[config.mk]
export PLATFORM = sky130hd
export DESIGN_NAME = avalon_burst_master
export DESIGN_NICKNAME = d
export VERILOG_FILES = /design/src/rtl/avalon_master_pkg.sv /design/src/rtl/avm_beat_counter.sv /design/src/rtl/avalon_burst_master.sv
export SDC_FILE = /design/constraint.sdc
export NUM_CORES = 1
export LEC_CHECK = 0
export CAP_MARGIN = 5
export CORE_MARGIN = 10
export CORE_UTILIZATION = 35
export CTS_CLUSTER_SIZE = 25
export DETAILED_ROUTE_END_ITERATION = 16
export PLACE_DENSITY = 0.86
export SETUP_SLACK_MARGIN = 0.02
export SLEW_MARGIN = 10
export SYNTH_ARGS = -nofsm -noshare
export SYNTH_HDL_FRONTEND = slang
export SYNTH_HIERARCHICAL = 1
export SYNTH_SLANG_ARGS = --single-unit
[constraint.sdc]
create_clock -name clk -period 3.9 [get_ports clk]
set_clock_uncertainty 0.05 [all_clocks]
set_input_delay 0.78 -clock clk [delete_from_list [all_inputs] [get_ports clk]]
set_output_delay 0.78 -clock clk [all_outputs]
set_load 0.05 [all_outputs]
[src/rtl/avalon_master_pkg.sv]
// Shared definitions for avalon_burst_master: FSM state encoding, default
// widths and the maximum-legal-burst helper.
package avalon_master_pkg;

  localparam int DEFAULT_DATA_BYTES     = 4;
  localparam int DEFAULT_ADDR_W         = 32;
  localparam int DEFAULT_BURSTCOUNT_W   = 6;
  localparam int DEFAULT_TIMEOUT_CYCLES = 1024;

  typedef enum logic [1:0] {
    IDLE     = 2'd0,
    WR_BURST = 2'd1,
    RD_CMD   = 2'd2,
    RD_DATA  = 2'd3
  } state_t;

  // Avalon burstcount encodes 1..2**(bw-1); larger codes are reserved.
  function automatic int max_burst(input int bw);
    return 1 << (bw - 1);
  endfunction

endpackage

[src/rtl/avm_beat_counter.sv]
// Remaining-beat counter shared by the write and read paths: load with the
// burst length, decrement per completed beat, flag the final beat.
module avm_beat_counter #(
  parameter int W = 6
) (
  input  logic         clk,
  input  logic         reset,
  input  logic         load_i,
  input  logic [W-1:0] len_i,
  input  logic         dec_i,
  output logic         last_o
);

  logic [W-1:0] count_q;

  // NOTE: sequential state uses non-blocking assignments so every register
  // samples pre-edge values regardless of process evaluation order.
  always_ff @(posedge clk or posedge reset) begin
    if (reset) begin
      count_q <= '0;
    end else if (load_i) begin
      count_q <= len_i;
    end else if (dec_i) begin
      count_q <= count_q - W'(1);
    end
  end

  assign last_o = (count_q == W'(1));

endmodule

[src/rtl/avalon_burst_master.sv]
// Avalon-MM burst initiator: one read or write burst per command, done/err
// completion pulse. Define AVM_READ_TIMEOUT_EN to add a read-data watchdog.
module avalon_burst_master
  import avalon_master_pkg::*;
#(
  parameter int DATA_BYTES     = DEFAULT_DATA_BYTES,
  parameter int ADDR_W         = DEFAULT_ADDR_W,
  parameter int BURSTCOUNT_W   = DEFAULT_BURSTCOUNT_W,
  parameter int TIMEOUT_CYCLES = DEFAULT_TIMEOUT_CYCLES
) (
  input  logic                    clk,
  input  logic                    reset,
  input  logic                    cmd_valid,
  output logic                    cmd_ready,
  input  logic                    cmd_write,
  input  logic [ADDR_W-1:0]       cmd_addr,
  input  logic [BURSTCOUNT_W-1:0] cmd_len,
  input  logic [8*DATA_BYTES-1:0] wr_data,
  input  logic                    wr_valid,
  output logic                    wr_ready,
  output logic [8*DATA_BYTES-1:0] rd_data,
  output logic                    rd_valid,
  output logic                    done,
  output logic                    err,
  output logic [ADDR_W-1:0]       address,
  output logic [DATA_BYTES-1:0]   byteenable,
  output logic                    read,
  output logic                    write,
  output logic [8*DATA_BYTES-1:0] writedata,
  output logic [BURSTCOUNT_W-1:0] burstcount,
  input  logic [8*DATA_BYTES-1:0] readdata,
  input  logic                    readdatavalid,
  input  logic                    waitrequest
);

  localparam int                MAX_BURST = max_burst(BURSTCOUNT_W);
  localparam logic [ADDR_W-1:0] ADDR_MASK = ~ADDR_W'(DATA_BYTES - 1);

  state_t                  state_q, state_d;
  logic [ADDR_W-1:0]       address_q, address_d;
  logic [BURSTCOUNT_W-1:0] burstcount_q, burstcount_d;
  logic                    done_q, done_d;
  logic                    err_q, err_d;
  logic                    cmd_ready_q, cmd_ready_d;
  logic                    cnt_load, cnt_dec, cnt_last;
  logic                    len_bad;
  logic                    timeout;

  assign len_bad = (cmd_len == '0) || (int'(cmd_len) > MAX_BURST);

  avm_beat_counter #(.W(BURSTCOUNT_W)) u_beats (
    .clk    (clk),
    .reset  (reset),
    .load_i (cnt_load),
    .len_i  (cmd_len),
    .dec_i  (cnt_dec),
    .last_o (cnt_last)
  );

`ifdef AVM_READ_TIMEOUT_EN
  localparam int TW = $clog2(TIMEOUT_CYCLES + 1);

  logic [TW-1:0] idle_cnt_q, idle_cnt_d;
  logic          in_read, rd_activity;

  // The counter holds cycles elapsed since the last read-side activity, so
  // the abort edge lands exactly TIMEOUT_CYCLES after that activity.
  assign in_read     = (state_q == RD_CMD) || (state_q == RD_DATA);
  assign rd_activity = ((state_q == RD_CMD) && !waitrequest) ||
                       ((state_q == RD_DATA) && readdatavalid);
  assign idle_cnt_d  = (in_read && !rd_activity) ? idle_cnt_q + TW'(1) : TW'(1);
  assign timeout     = in_read && !rd_activity && (idle_cnt_d == TW'(TIMEOUT_CYCLES));

  always_ff @(posedge clk or posedge reset) begin
    if (reset) begin
      idle_cnt_q <= '0;
    end else begin
      idle_cnt_q <= idle_cnt_d;
    end
  end
`else
  logic unused_timeout_cfg;
  assign unused_timeout_cfg = (TIMEOUT_CYCLES > 0);
  assign timeout            = 1'b0;
`endif

  always_comb begin
    // NOTE: every signal gets a default before the case so no path leaves
    // one unassigned, which would otherwise infer a latch.
    state_d      = state_q;
    address_d    = address_q;
    burstcount_d = burstcount_q;
    done_d       = 1'b0;
    err_d        = 1'b0;
    cnt_load     = 1'b0;
    cnt_dec      = 1'b0;
    write        = 1'b0;
    read         = 1'b0;
    wr_ready     = 1'b0;
    rd_valid     = 1'b0;

    unique case (state_q)
      IDLE: begin
        if (cmd_valid) begin
          if (len_bad) begin
            done_d = 1'b1;
            err_d  = 1'b1;
          end else begin
            address_d    = cmd_addr & ADDR_MASK;
            burstcount_d = cmd_len;
            cnt_load     = 1'b1;
            state_d      = cmd_write ? WR_BURST : RD_CMD;
          end
        end
      end

      WR_BURST: begin
        write    = wr_valid;
        wr_ready = wr_valid && !waitrequest;
        cnt_dec  = wr_ready;
        if (wr_ready && cnt_last) begin
          state_d = IDLE;
          done_d  = 1'b1;
        end
      end

      RD_CMD: begin
        read = 1'b1;
        if (timeout) begin
          state_d = IDLE;
          done_d  = 1'b1;
          err_d   = 1'b1;
        end else if (!waitrequest) begin
          state_d = RD_DATA;
        end
      end

      RD_DATA: begin
        rd_valid = readdatavalid;
        cnt_dec  = readdatavalid;
        if (readdatavalid && cnt_last) begin
          state_d = IDLE;
          done_d  = 1'b1;
        end else if (timeout) begin
          state_d = IDLE;
          done_d  = 1'b1;
          err_d   = 1'b1;
        end
      end

      default: state_d = IDLE;
    endcase

    cmd_ready_d = (state_d == IDLE);
  end

  always_ff @(posedge clk or posedge reset) begin
    if (reset) begin
      state_q      <= IDLE;
      address_q    <= '0;
      burstcount_q <= '0;
      done_q       <= 1'b0;
      err_q        <= 1'b0;
      cmd_ready_q  <= 1'b0;
    end else begin
      state_q      <= state_d;
      address_q    <= address_d;
      burstcount_q <= burstcount_d;
      done_q       <= done_d;
      err_q        <= err_d;
      cmd_ready_q  <= cmd_ready_d;
    end
  end

  assign cmd_ready  = cmd_ready_q;
  assign done       = done_q;
  assign err        = err_q;
  assign address    = address_q;
  assign burstcount = burstcount_q;
  assign byteenable = {DATA_BYTES{write | read}};
  assign writedata  = wr_data;
  assign rd_data    = readdata;

endmodule

== Yosys cells after proc, flatten, opt, wreduce, memory -nomap -nowiden ==
Index checks and enable logic that the tools add are counted.
Operators by class
  $add $sub $neg: 1
  multiplexer cells: 23
  reductions and logical operators: 10
  order comparisons: 1
  bitwise logic cells: 2
  equal/unequal tests: 4
Operator list (number)
  1-bit two-way mux: 12
  2-bit two-way mux: 6
  6-bit two-way mux: 2
  2-bit case mux with 4 select lines: 1
  6-bit by 1-bit equality test with 1-bit output (second input constant): 1
  6-bit > comparator (second input constant): 1
  6-bit zero test: 1
  6-bit by 1-bit subtractor with 6-bit output (second input constant): 1
  2-bit equality test (second input constant): 2
  2-bit zero test: 2
  1-bit case mux with 4 select lines: 1
  1-bit logical AND: 3
  3-bit AND reduction: 1
  2-bit by 1-bit equality test with 1-bit output (second input constant): 1
  1-bit case mux with 2 select lines: 1
  2-bit nonzero test: 1
  1-bit zero test: 1
  1-bit logical OR: 1
  1-bit NOT: 1
  1-bit OR: 1
Storage, ports and cells
  logic and storage cells: 48
  output and inout port bits: 113
  register bits: 47
  bits of input ports: 109

== Depth between registers and ports, before layout ==
Gate-level depths: netlist of run 1.
  word-level depth: 6
  gate-level depth with buffers: 8
  depth with buffers taken out: 7

== Cells and area by module ==
Netlist of run 1, hierarchy kept.
Modules (own cells, without submodules)
  avalon_burst_master: cells an instance 185, area each 2332.2 um2, times used 1, seq. area each 1026.0 um2
  avm_beat_counter: cells an instance 38, area each 366.6 um2, times used 1, seq. area each 150.1 um2

== Least setup slack after synthesis of run 1 ==
OpenSTA, ideal clock, no wires.
  path kind: input to output
  from: input wr_valid
  to: output byteenable[1]
  arrival time: 2.199 ns
  stages: 4
  path slack: 0.871 ns
  buffers on the path: 1
  required time: 3.070 ns
  cell sequence: nand2_1 nor2_1 or2_2 buf_4
Between the ends
  word-level cells in the longest chain between the ends: 2
Ends and longest elaborated chain
  start, declared: line avalon_burst_master.sv:19  | input logic wr_valid,
  1-bit two-way mux: line avalon_burst_master.sv:102  | unique case (state_q)
  via write: line avalon_burst_master.sv:28  | output logic write,
  1-bit OR: line avalon_burst_master.sv:180  | assign byteenable = {DATA_BYTES{write | read}};
  end, declared: line avalon_burst_master.sv:26  | output logic [DATA_BYTES-1:0] byteenable,
The timed path passes the listed nets, and every way through them passes these cells.

== Worst setup path in the final report of run 1 ==
  from: input wr_valid
  to: output byteenable[2]
Between the ends
  word-level cells in the longest chain between the ends: 2
Ends and longest elaborated chain (line)
  1-bit two-way mux: avalon_burst_master.sv:102
  1-bit OR: avalon_burst_master.sv:180
No other way between the ends.

==> results of run 1 <==
[synthesized netlist by cell type (all sizes together)]
master / n / area [µm²]
nor3: 3 / 20.0
o21ai: 9 / 45.0
a22o: 1 / 8.76
nand2: 11 / 41.3
dfrtp: 47 / 1180
mux2: 35 / 499
nor4b: 2 / 32.5
buf: 73 / 589
o2bb2ai: 1 / 8.76
and4bb: 1 / 12.5
ha: 2 / 25.0
nor3b: 2 / 20.0
or4: 1 / 11.3
xor2: 1 / 8.76
nor4: 1 / 6.26
a22oi: 1 / 7.51
clkbuf: 2 / 7.51
nand3: 1 / 5.00
nand3b: 1 / 7.51
nor2b: 2 / 12.5
a21oi: 3 / 15.0
mux2i: 1 / 10.0
xnor2: 4 / 35.0
and3: 1 / 6.26
or2: 2 / 12.5
inv: 5 / 18.8
or3b: 1 / 8.76
a221oi: 2 / 17.5
conb: 1 / 3.75
a21o: 1 / 7.51
nor2: 5 / 18.8
[where the power goes]
part,total (W),switching [W],internal [W]
Sequential,0.000850,0.000148,0.000702
Combinational,0.00160,0.000962,0.000637
Clock,0.000307,0.000162,0.000145
[registers in the layout, summed over array words and instances, names as in the netlist]
signal,cells
address,30
burstcount,6
u_beats/count_q,6
state_q,2
cmd_ready,1
done,1
err,1
[final cells by class]
| class | count | share of cell area |
|---|---|---|
| Clock buffer | 6 | 0.0255 |
| Clock inverter | 2 | 0.00502 |
| Inverter | 5 | 0.00579 |
| Multi-Input combinational cell | 97 | 0.283 |
| Sequential cell | 47 | 0.363 |
| Tap cell | 99 | 0.0382 |
| Timing Repair Buffer | 91 | 0.280 |
[kinds of logic after synthesis]
group / count (synthesis)
DFF: 47
xor gates and xnor gates: 5
buffers and inverters: 80
and+or+nand+nor: 34
muxes: 36
AOI/OAI and AO/OA: 18
adders and majority gates: 2
other: 1
[worst max-delay path by stage]
stage | slack, ns | startpoint | endpoint | depth (start not counted)
after global placement | 0.66 | wr_valid | byteenable[0] | 5
after global routing | 0.56 | wr_valid | byteenable[3] | 5
final | 0.64 | wr_valid | byteenable[2] | 5
after detailed placement | 0.64 | wr_valid | byteenable[2] | 5
after floorplan | 0.87 | wr_valid | byteenable[1] | 4
after CTS | 0.63 | wr_valid | byteenable[2] | 5
[per-stage QoR]
stage / std cells / hold WS [ns] / utilization
final: 347 / 0.442 / 0.440
after global routing: 347 / 0.468 / 0.440
after CTS: 347 / 0.453 / 0.440
after detailed placement: 339 / 0.434 / 0.426
after global placement: 339 / 0.418 / 0.426
after floorplan: 224 / 0.506 / -
[worst register-to-register path: stages, from the launching register on]
cell     delay (ns)
dfrtp_1        0.49
or3b_2         0.59
nor3b_4        0.20
buf_4          0.47
nor2b_1        0.13
a22oi_1        0.19
nand2_1        0.08
[cell usage in the layout, fill, tap and decap left out, types with 3 or more instances in the layout]
master and instances:
a21oi_1 3, clkbuf_8 6, clkdlybuf4s50_1 89, dfrtp_1 47, inv_1 4, mux2_1 4
mux2_2 3, mux2_4 28, nand2_1 11, nor2_1 5, o21ai_0 7, xnor2_1 4
[metal layers]
metal,routed length (µm),share of wire
met1,2350,0.39
met2,2970,0.49
met3,608,0.10
met4,151,0.025
met5,0,0
==> out/qor.csv, run 1 <==
stage;metric;value;unit
outcome;outcome;finished clean;
yosys;synthMuxAreaShare;0.189;
floorplan;dieArea;11600;µm²
sta;layout_min_cycle_time;3.26;ns
place;placed_cell_area;3140;µm²
yosys;synth_compound_area_frac;0.0408;
sta;final.setup.tns;0;ns
clocking;cts_setup_buffers;0;
clocking;cts-buffers-inserted;5;
routing;drc;0;
cells_and_area;diodes;0;
clocking;cts_hold_buf;0;
clocking;root_buffer;clkbuf_8;
global_routing;gr-usage-all-layers;0.0992;
clocking;cts.sinks;47;
worst_setup_path;cp.arrival;2.43;ns
yosys;synth_top_family_by_area;buffers and inverters;
pwr;p_leak;1.34;nW
worst_setup_path;cp_max_fo;4;
yosys;yosys.area_share.simple;0.0797;
clocking;clk_pin_slew;0.08;ns
worst_setup_path;cp_slowest_cell;clkdlybuf4s50_1;
yosys;seq_area_frac_synth;0.436;
sta;setup_viol;0;
yosys;synth_xor_area_frac;0.0162;
cells_and_area;final_nets;358;
global_routing;grt-busiest-layer;met2;
worst_setup_path;max_stage_delay;0.81;ns
routing;drt_wl_total;6080;µm
cells_and_area;final_area;3240;µm²
yosys;ys_ff_latch;47;
sta;grt_setup_unrepaired;no;
yosys;syn_avg_cell_area;12.1;µm²
worst_setup_path;r2r_start;state_q[1];
routing;firstDrtPassIters;4;
worst_setup_path;crit_type;input pin to output pin;
sta;slew_headroom;0.422;
yosys;syn_inst;223;
worst_setup_path;crit_top_cell;clkdlybuf4s50_1;
worst_setup_path;path_cells;clkdlybuf4s50_1 -> nand2_1 -> nor2_1 -> or2_2 -> clkdlybuf4s50_1;
global_routing;gr-total-overflow;0;
yosys;yosysWarnings;6;
yosys;synth_area;2700;µm²
pwr;finalPower;0.00276;W
floorplan;core;7370;µm²
floorplan;row_count;31;
worst_setup_path;critical-path-top-delay-family;buffers and inverters;
floorplan;start_util;0.366;
floorplan;dieWidth;108;µm
worst_setup_path;critPathLaunchType;input pin;
global_routing;grt_use_met2;0.168;
routing;ant_nets;0;
cells_and_area;seqCellArea;1180;µm²
routing;dr.first_iter.drc_count;47;
worst_setup_path;required;3.07;ns
place;dp_hpwl;4680;µm
place;pre_cts_ws;0.638;ns
place;finalWeightedCongestion;0.797;
sta;fin_ws;0.636;ns
worst_setup_path;reg2reg_depth;6;
clocking;cts.repair.resized;0;
worst_setup_path;critPathCaptureType;output pin;
hold_path;min_delay_worst_endpoint;address[3];
hold_path;hold_depth;1;
clocking;clk_latency;0.29;ns
clocking;cts.path.max_buffers;2;
floorplan;ios;222;
worst_setup_path;r2r_end;u_beats/count_q[5];
sta;fmax;0.306;GHz
yosys;synthDistinctLibCells;39;
sta;hold_violations;0;
sta;period_share;0.837;
cells_and_area;fillers;688;
global_routing;grt_max_degree;42;
global_routing;grtUsageMet1;0.107;
sta;drv_slew;0;
global_routing;grt_pass1_wl;9340;µm
hold_path;worst_hold_path_type;register to register;
floorplan;dieHeight;108;µm
worst_setup_path;r2r_slack;1.58;ns
clocking;htreeDepth;2;
routing;dr_total_vias;1582;
global_routing;met3_usage;0.0443;
clocking;cts_tree;yes;
global_routing;grt_pass1_vias;1771;
global_routing;antenna_found_initial;0;
place;port-buffer-count;89;
hold_path;min-delay-start;address[3];
routing;wl_per_cell;17.5;µm
job;drv_cap;0;
pwr;power.density;850;nW/µm²
cells_and_area;areaGrowthSynthToFinish;20.1;%
yosys;synthAdderAreaFrac;0.00927;
cells_and_area;drive_gt1_frac;0.202;
pwr;peakVddDrop;0.000539;V
cells_and_area;multi_input_area;917;µm²
sta;worst_slew_pin_slew;0.866;ns
routing;vias_per_cell;4.56;
worst_setup_path;critPathBufInv;2;
Note: power is estimated with default switching activity, not from simulation.
==> inputs of run 2 (changes only) <==
Settings changed: CORE_UTILIZATION 35 to 33, PLACE_DENSITY 0.86 to 0.82.
Clock period 3.9 ns to 3.1 ns, I/O delays scaled along.
==> out/qor.csv, run 2 (synthesis results as in run 1) <==
stage;metric;value;unit;change
floorplan;ios;222;;unchanged
worst_setup_path;r2r_end;cmd_ready;;
clocking;cts.repair.resized;0;;unchanged
pwr;finalPower;0.00351;W;+28%
clocking;htreeDepth;2;;unchanged
pwr;p_leak;1.36;nW;+1.6%
sta;fmax;0.390;GHz;
sta;grt_setup_unrepaired;no;;
hold_path;hold_depth;1;;unchanged
floorplan;row_count;32;;+3.2%
routing;dr.first_iter.drc_count;40;;-15%
floorplan;core;7850;µm²;+6.5%
clocking;clk_latency;0.29;ns;about the same
worst_setup_path;reg2reg_depth;6;;unchanged
global_routing;grt_pass1_vias;1814;;+2.4%
routing;ant_nets;0;;unchanged
place;dp_hpwl;4650;µm;-0.75%
sta;worst_slew_pin_slew;0.900;ns;+0.0346 ns
hold_path;worst_hold_path_type;register to register;;
cells_and_area;final_common_cell;clkdlybuf4s50_1;;
worst_setup_path;critPathCaptureType;register;;
clocking;clk_pin_slew;0.09;ns;about the same
cells_and_area;largest_reg_flops;30;;unchanged
hold_path;min-delay-start;address[2];;
global_routing;antenna_found_initial;0;;unchanged
routing;wl_per_cell;17.4;µm;-0.87%
place;dp_cells;343;;+1.2%
cells_and_area;final_nets;359;;+0.28%
routing;firstDrtPassIters;3;;-1
cells_and_area;diodes;0;;unchanged
clocking;cts.path.max_buffers;2;;unchanged
outcome;outcome;finished clean;;
floorplan;dieWidth;110;µm;+2.4%
hold_path;min_delay_worst_endpoint;address[2];;
sta;drv_slew;0;;unchanged
floorplan;start_util;0.344;;-0.0223
place;port-buffer-count;89;;unchanged
global_routing;gr-usage-all-layers;0.0960;;-0.00324
cells_and_area;final_cells;350;;+0.86%
worst_setup_path;crit_type;input pin to register;;
global_routing;grt_pass1_wl;9850;µm;+5.5%
floorplan;dieHeight;110;µm;+2.4%
cells_and_area;drive_gt1_frac;0.230;;+0.0282
place;pre_cts_ws;0.204;ns;-0.434 ns
worst_setup_path;r2r_slack;0.90;ns;-0.68 ns
place;placed_cell_area;3150;µm²;+0.20%
worst_setup_path;cp_max_fo;13;;+9
sta;final.setup.tns;0;ns;unchanged
sta;setup_viol;0;;unchanged
clocking;root_buffer;clkbuf_8;;
pwr;peakVddDrop;0.000480;V;-11%
worst_setup_path;required;3.23;ns;+0.16 ns
worst_setup_path;r2r_start;u_beats/count_q[3];;
cells_and_area;most-common-layout-cells;82 x clkdlybuf4s50_1, 47 x dfrtp_1, 28 x mux2_4, 11 x nand2_1, 9 x buf_4;;
worst_setup_path;critPathLaunchType;input pin;;
global_routing;grt_max_degree;42;;unchanged
clocking;cts-buffers-inserted;5;;unchanged
cells_and_area;areaGrowthSynthToFinish;20.6;%;
routing;drt_wl_total;6080;µm;about the same
sta;fin_ws;0.533;ns;-0.102 ns
floorplan;dieArea;12200;µm²;+4.9%
worst_setup_path;cp.arrival;2.70;ns;+0.27 ns
sta;period_share;0.828;;
routing;vias_per_cell;4.51;;-1.0%
sta;hold_violations;0;;unchanged
routing;dr_total_vias;1579;;-0.19%
sta;layout_min_cycle_time;2.57;ns;
clocking;cts_tree;yes;;
job;drv_cap;0;;unchanged
global_routing;gr-total-overflow;0;;unchanged
sta;slew_headroom;0.399;;-0.0231
routing;drc;0;;unchanged
cells_and_area;final_area;3250;µm²;+0.42%
clocking;cts_setup_buffers;0;;unchanged
pwr;power.density;1080;nW/µm²;+27%
place;finalWeightedCongestion;0.725;;-9.0%
clocking;cts.sinks;47;;unchanged
clocking;cts_hold_buf;0;;unchanged
## run 2: worst max path at each step
stage | start | to | slack (ns) | depth (start not counted)
finish | cmd_len[0] | address[13] | 0.53 | 6
global route | cmd_len[0] | address[6] | 0.47 | 6
CTS | cmd_len[0] | address[20] | 0.53 | 6
detailed placement | cmd_len[0] | address[7] | 0.20 | 6
global placement | cmd_len[0] | address[17] | 0.24 | 6
floorplan | state_q[1] | byteenable[1] | 0.39 | 4
## run 2: power by group
group / switching [W] / internal (W)
sequential: 0.000188 / 0.000884
clock: 0.000199 / 0.000236
combinational: 0.00121 / 0.000797
total: 0.00160 / 0.00192
## run 2: layer usage
metal | GRT usage | up-vias | wire length [µm]
met4 | 0.0415 | 0 | 143
met1 | 0.108 | 745 | 2520
li1 | - | 725 | -
met5 | 0 | - | 0
met2 | 0.158 | 76 | 2920
met3 | 0.0367 | 33 | 492
## run 2: area by class of cell
type,instances,area (µm²)
multi-input combinational,97,917
sequential,47,1180
tap,102,128
clock buffer,5,68.8
clock inverter,2,37.5
timing repair buffer,92,908
fill,771,4590
inverter,5,18.8
## run 2: through the flow
stage                util  hold WS, ns
floorplan               -        0.361
global placement    0.401        0.418
detailed placement  0.401        0.428
CTS                 0.415        0.449
global route        0.415        0.471
finish              0.415        0.439
## run 2: worst max-delay path: stages
cell	delay, ns
clkdlybuf4s50_1	0.45
or4_4	0.59
o21ai_1	0.13
nor3b_4	0.26
buf_4	0.31
mux2_4	0.33
